### src/rtl/univ_reg_pkg.sv
// Shared mode encoding for the universal register.
package univ_reg_pkg;

  typedef logic [2:0] mode_t;

  localparam mode_t MODE_HOLD  = 3'b000;
  localparam mode_t MODE_LOAD  = 3'b001;
  localparam mode_t MODE_SHL   = 3'b010;
  localparam mode_t MODE_SHR   = 3'b011;
  localparam mode_t MODE_ROTL  = 3'b100;
  localparam mode_t MODE_ROTR  = 3'b101;
  localparam mode_t MODE_CNTUP = 3'b110;
  localparam mode_t MODE_CNTDN = 3'b111;

endpackage

### src/rtl/dff_en_srst.sv
// WIDTH-bit D register with synchronous active-low clear to RESET_VAL and enable.
module dff_en_srst #(
  parameter int unsigned      WIDTH     = 8,
  parameter logic [WIDTH-1:0] RESET_VAL = '0
) (
  input  logic             clk,
  input  logic             clrn,
  input  logic             en,
  input  logic [WIDTH-1:0] d,
  output logic [WIDTH-1:0] q
);

  // Clear wins over enable; with en low the register simply keeps its value.
  always_ff @(posedge clk) begin
    if (!clrn) begin
      q <= RESET_VAL;
    end else if (en) begin
      q <= d;
    end
  end

endmodule

### src/rtl/univ_reg.sv
// Universal register: hold, load, shift, rotate and up/down count with terminal count.
module univ_reg
  import univ_reg_pkg::*;
#(
  parameter int unsigned      WIDTH     = 8,
  parameter logic [WIDTH-1:0] RESET_VAL = '0
) (
  input  logic             clk,
  input  logic             clrn,
  input  logic             en,
  input  mode_t            mode,
  input  logic [WIDTH-1:0] d,
  input  logic             sin_r,
  input  logic             sin_l,
  output logic [WIDTH-1:0] q,
  output logic             sout_l,
  output logic             sout_r,
  output logic             tc
);

  logic [WIDTH-1:0] nxt;

  // Next-state selection by mode; enable and clear are applied in the storage.
  always_comb begin
    nxt = q;
    case (mode)
      MODE_HOLD:  nxt = q;
      MODE_LOAD:  nxt = d;
      MODE_SHL:   nxt = {q[WIDTH-2:0], sin_r};
      MODE_SHR:   nxt = {sin_l, q[WIDTH-1:1]};
      MODE_ROTL:  nxt = {q[WIDTH-2:0], q[WIDTH-1]};
      MODE_ROTR:  nxt = {q[0], q[WIDTH-1:1]};
      MODE_CNTUP: nxt = q + WIDTH'(1);
      MODE_CNTDN: nxt = q - WIDTH'(1);
      default:    nxt = q;
    endcase
  end

  // Terminal count looks only at q and mode so it is visible even while disabled.
  always_comb begin
    tc = 1'b0;
    if ((mode == MODE_CNTUP) && (q == '1)) tc = 1'b1;
    if ((mode == MODE_CNTDN) && (q == '0)) tc = 1'b1;
  end

  assign sout_l = q[WIDTH-1];
  assign sout_r = q[0];

  dff_en_srst #(
    .WIDTH     (WIDTH),
    .RESET_VAL (RESET_VAL)
  ) u_store (
    .clk  (clk),
    .clrn (clrn),
    .en   (en),
    .d    (nxt),
    .q    (q)
  );

endmodule

### config.mk
export PLATFORM = sky130hd
export DESIGN_NAME = univ_reg
export DESIGN_NICKNAME = d
export VERILOG_FILES = /design/src/rtl/univ_reg_pkg.sv /design/src/rtl/dff_en_srst.sv /design/src/rtl/univ_reg.sv
export SDC_FILE = /design/constraint.sdc
export NUM_CORES = 1
export LEC_CHECK = 0
export BUFFER_PORTS_ARGS = -buffer_cell sky130_fd_sc_hd__buf_2
export CORE_UTILIZATION = 51
export CTS_CLUSTER_SIZE = 30
export DETAILED_ROUTE_END_ITERATION = 8
export GPL_ROUTABILITY_DRIVEN = 0
export GPL_TIMING_DRIVEN = 0
export PLACE_DENSITY = 0.81
export SYNTH_ARGS = -nofsm -noshare
export SYNTH_HDL_FRONTEND = slang
export SYNTH_SLANG_ARGS = --single-unit
### constraint.sdc
create_clock -name clk -period 2.5 [get_ports clk]
set_input_delay 0.25 -clock clk [delete_from_list [all_inputs] [get_ports clk]]
set_output_delay 0.25 -clock clk [all_outputs]
set_load 0.05 [all_outputs]
; ---- Yosys cells after proc, flatten, opt, wreduce, memory -nomap -nowiden
; Index checks and enable logic that the tools add are counted.
[word_totals]
elab_cells = 20
register_bits = 8
output_inout_bits = 11
[classes]
n_reduce_logical = 5
n_eq_ne = 8
add_sub_neg = 2
n_mux = 3
n_bitwise = 1
[op_table]
columns = op, n
row1 = case mux 8 bit (7 select lines), 1
row2 = equality test 3 bit (second input constant), 4
row3 = adder 8 x 1 -> 8 bit (second input constant), 1
row4 = equality test 8 bit (second input constant), 1
row5 = logical NOT 8 bit, 1
row6 = subtractor 8 x 1 -> 8 bit (second input constant), 1
row7 = equality test 3 x 2 -> 1 bit (second input constant), 2
row8 = equality test 3 x 1 -> 1 bit (second input constant), 1
row9 = logical NOT 3 bit, 1
row10 = logical AND 1 bit, 2
row11 = 2-to-1 mux 1 bit, 2
row12 = AND reduction 2 bit, 1
row13 = NOT 1 bit, 1

; ---- Depth between registers and ports, before layout
[depth]
depth_word = 4
mapped_depth = 11
depth_no_buf = 9

; ---- Cells and area by module
; A second synthesis with hierarchy kept.
[hier_totals]
hier_cells = 142
hier_area_um2 = 1044.8
[by_module_without_submodules]
columns = module, n_inst, cells_each, seq_area_each_um2, area_each_um2
row1 = univ_reg, 1, 117, 0.0, 743.2
row2 = dff_en_srst, 1, 25, 160.2, 301.5

; ---- Worst setup path before layout
; No wires, ideal clock.
[synth_path]
path_type = reg-to-output
start = reg u_store.q[0]
end = out tc
stages_incl_launch_ff = 6
t_arrival_ps = 2031
path_slack_ps = 219
cell_sequence = dfxtp_1 -> buf_6 -> or4_4 -> nor2_4 -> a31oi_1 -> nor2_1
[synth_between]
elab_chain_cells = 4
word_cells_on_any_way = 6
classes_between = eq/ne: 1 / mux: 2 / reduce/logical: 3
[synth_rtl]
columns = item, line_no
row1 = start: declaration, dff_en_srst.sv:10  ; output logic [WIDTH-1:0] q
row2 = start signal: assignment, dff_en_srst.sv:16  ; q <= RESET_VAL;
row3 = start signal: assignment, dff_en_srst.sv:18  ; q <= d;
row4 = equality test 8 bit, univ_reg.sv:42  ; if ((mode == MODE_CNTUP) && (q == '1)) tc = 1'b1;
row5 = logical AND 1 bit, univ_reg.sv:42
row6 = 2-to-1 mux 1 bit, univ_reg.sv:42
row7 = 2-to-1 mux 1 bit (*), univ_reg.sv:43  ; if ((mode == MODE_CNTDN) && (q == '0)) tc = 1'b1;
row8 = end: declaration, univ_reg.sv:18  ; output logic tc
; Mark *: on every way between the ends. The rest lies on a longest branch, timed or not.

; ---- Final worst setup path
[layout_path]
start = in mode[2]
end = reg u_store.q[6]
[layout_between]
elab_chain_cells = 3
word_cells_on_any_way = 11
classes_between = eq/ne: 7 / mux: 1 / bitwise: 1 / reduce/logical: 2
[layout_rtl]
columns = item, line_no
row1 = start: declaration, univ_reg.sv:11  ; input mode_t mode,
row2 = branches (longest 3 deep; another with case mux 8 bit (7 select lines)), --
; Several ways; the timed one is not identified.
; A chain may end at the register's enable or synchronous reset.

==> metrics.txt <==
status=finished, final reports clean; Internal Power=0.000285 W; min cycle time layout=2.12 ns; area post-placement=1100 um^2; post-synth cell types=46; io pins=27; Core Region=1750 um^2; Tightest Pin Transition=0.855 ns; sw power=0.000228 W; gr usage total=29.9%; area grow syn2layout=18.2%; post-route cell area=1130 um^2; share of the synthesized area in the top cell type=16.8%; final core utilization=64.6%; crit path max fanout=10; n_diodes=0; initial antenna violation count=0; Req. time, crit path=2.66 ns; Clk network pwr share=22.3%; startpoint class of the critical path=input pin; Worst Setup End Kind=register; vias in the first global route=982; die width=45.2 um; Clock Skew=0.0109 ns; max cap viols=0; fmax=472 MHz; final hold slack=0.331 ns; yosys synthesis warning count=0; Chip Height=45.2 um; wire length on met1=1210 um; proportion of layout cells with a drive suffix above 1=30.3%; Setup TNS=0 ns; WL per Instance=15.9 um; Logic pwr share=47.3%; DRC violations left=0; Regs by FF count=u_store.q (8); Post-CTS Hold Buffers=0; total placed cells including tap cells=177; Syn Inst Count=128; post-synthesis sequential area ratio=16.8%; Cell Rows=15; met3 WL=192 um; DP Wirelength=2140 um; LEAKAGE=0.492 nW; Post-CTS Setup Inserts=0; Clock Sinks=8; clock latency on the worst-skew pair=0.28 ns; routed length on met2=1400 um; H-tree Lvls=1; first-pass GRT wire length=4410 um; vias per inst=6.43; DR vias=1158; max reg flops=8; TritonCTS clock tree=done; FFs w/ async S/R, synth=0%; power per standard cell area=455 nW/um^2; nets=174; Synth Net Count=145; RSZ-0062 raised after global routing=false; EDFF count, synth=0; Worst-path clk slew=0.07 ns; Die Area=2050 um^2; final-layout fill cell count=170; CP Data Arrival Time=2.28 ns; DRT Wirelength=2870 um; Top Layer Used=met4; Max VDD drop=294 uV; global route overflow=0; CTS max path bufs=2; Most flops, register=u_store.q; top cells by area, synth=dfxtp_1, a21oi_1, mux2i_1, nand2_1, nor2_1; setup violation total in the final timing report=0; Routed Antenna Nets=0; flops & latches, synth=8; Post-synth top flop=dfxtp_1; CTS buffer count=3; fin crit share=84.8%; first drt pass iteration count=4; IO buf count=24; largest net degree at the start of global routing=11; cell taking the most area after synthesis=dfxtp_1; Rel. slew slack=42.5%; sequential power share=30.4%; Initial Utilization=54.6%; Resized cells post-CTS=0; Clock Root Buffer=clkbuf_4; Final Max Slew Viols=0; final cell count without fillers=180; Post-synth top cells=nand2_1, nor2_1, a21oi_1; Crit Path Category=input pin to register; initial DRC count=52; final hold viol count=0; Mapped Area=953 um^2; Avg Cell Area, Syn=7.45 um^2; Hold Path Class=input pin to register; Net Sw Frac=44.4%
==> power groups by stage <==
stage                     logic (W)  clock network [W]  registers, W
after floorplan            0.000150                  0      0.000190
after global placement     0.000233                  0      0.000157
after detailed placement   0.000240                  0      0.000158
after CTS                  0.000241           0.000111      0.000155
after global routing       0.000259           0.000113      0.000157
final                      0.000243           0.000115      0.000156
==> cell usage in the layout (no fill, tap or decap), types with 2 or more instances in the layout <==
cell      instances
nand2_1          12
a21oi_1          10
o31ai_1           3
nand2b_1          5
mux2i_1           5
o22ai_2           2
nand3_1           4
and2_1            2
o21a_1            2
o21ai_0           7
clkbuf_4          3
o31a_1            3
inv_1             4
nor2b_1           2
dfxtp_1           8
nor3_1            3
a31oi_1           3
a211oi_1          3
o22ai_1           2
buf_6             3
nor2_1           12
buf_4             4
buf_2            29
==> metrics by stage <==
step | setup WS, ns | power (W)
after floorplan | 0.219 | 0.000340
after global placement | 0.226 | 0.000390
after detailed placement | 0.137 | 0.000399
after CTS | 0.404 | 0.000507
after global routing | 0.293 | 0.000530
final | 0.381 | 0.000513
==> layout make-up <==
type,count,area [um^2],share of cell area [%]
inverters,4,15.0,1.33
plain buffers,13,92.6,8.21
well taps,25,31.3,2.77
clock buffers,3,22.5,2.00
flip-flops and latches,8,160,14.2
repair buffers,24,120,10.7
multi-input cells,103,686,60.8
==> layer usage <==
metal	GRT usage (%)	vias up
met5	0	-
li1	-	540
met1	36.6	544
met3	6.00	11
met2	50.7	63
met4	12.1	0
==> final timing paths <==
| path | slack, ns | startpoint | endpoint | depth (start not counted) |
|---|---|---|---|---|
| hold reg to reg | 0.60 | u_store.q[2]$_SDFFE_PN0P_ | u_store.q[2]$_SDFFE_PN0P_ | 2 |
| hold / removal | 0.33 | d[2] | u_store.q[2]$_SDFFE_PN0P_ | 3 |
| setup reg to reg | 0.51 | u_store.q[1]$_SDFFE_PN0P_ | u_store.q[6]$_SDFFE_PN0P_ | 8 |
| setup / recovery | 0.38 | mode[2] | u_store.q[6]$_SDFFE_PN0P_ | 11 |
==> cells by family after synthesis <==
group,after synthesis,synth area share (%)
DFF,8,16.8
buffers and inverters,17,11.3
adders and majority gates,1,1.31
and+or+nand+nor,47,25.7
muxes,5,5.25
AOI/OAI and AO/OA,49,38.7
xor gates and xnor gates,1,0.919
==> worst max-delay path, stage by stage <==
cell      delay [ns]
buf_4           0.13
and2_1          0.13
buf_2           0.20
nand2_1         0.12
xnor2_1         0.15
ha_1            0.23
or4b_1          0.51
o22ai_2         0.21
nand3_1         0.12
o311ai_1        0.11
a211oi_2        0.11
Note: power is estimated with default switching activity, not from simulation.
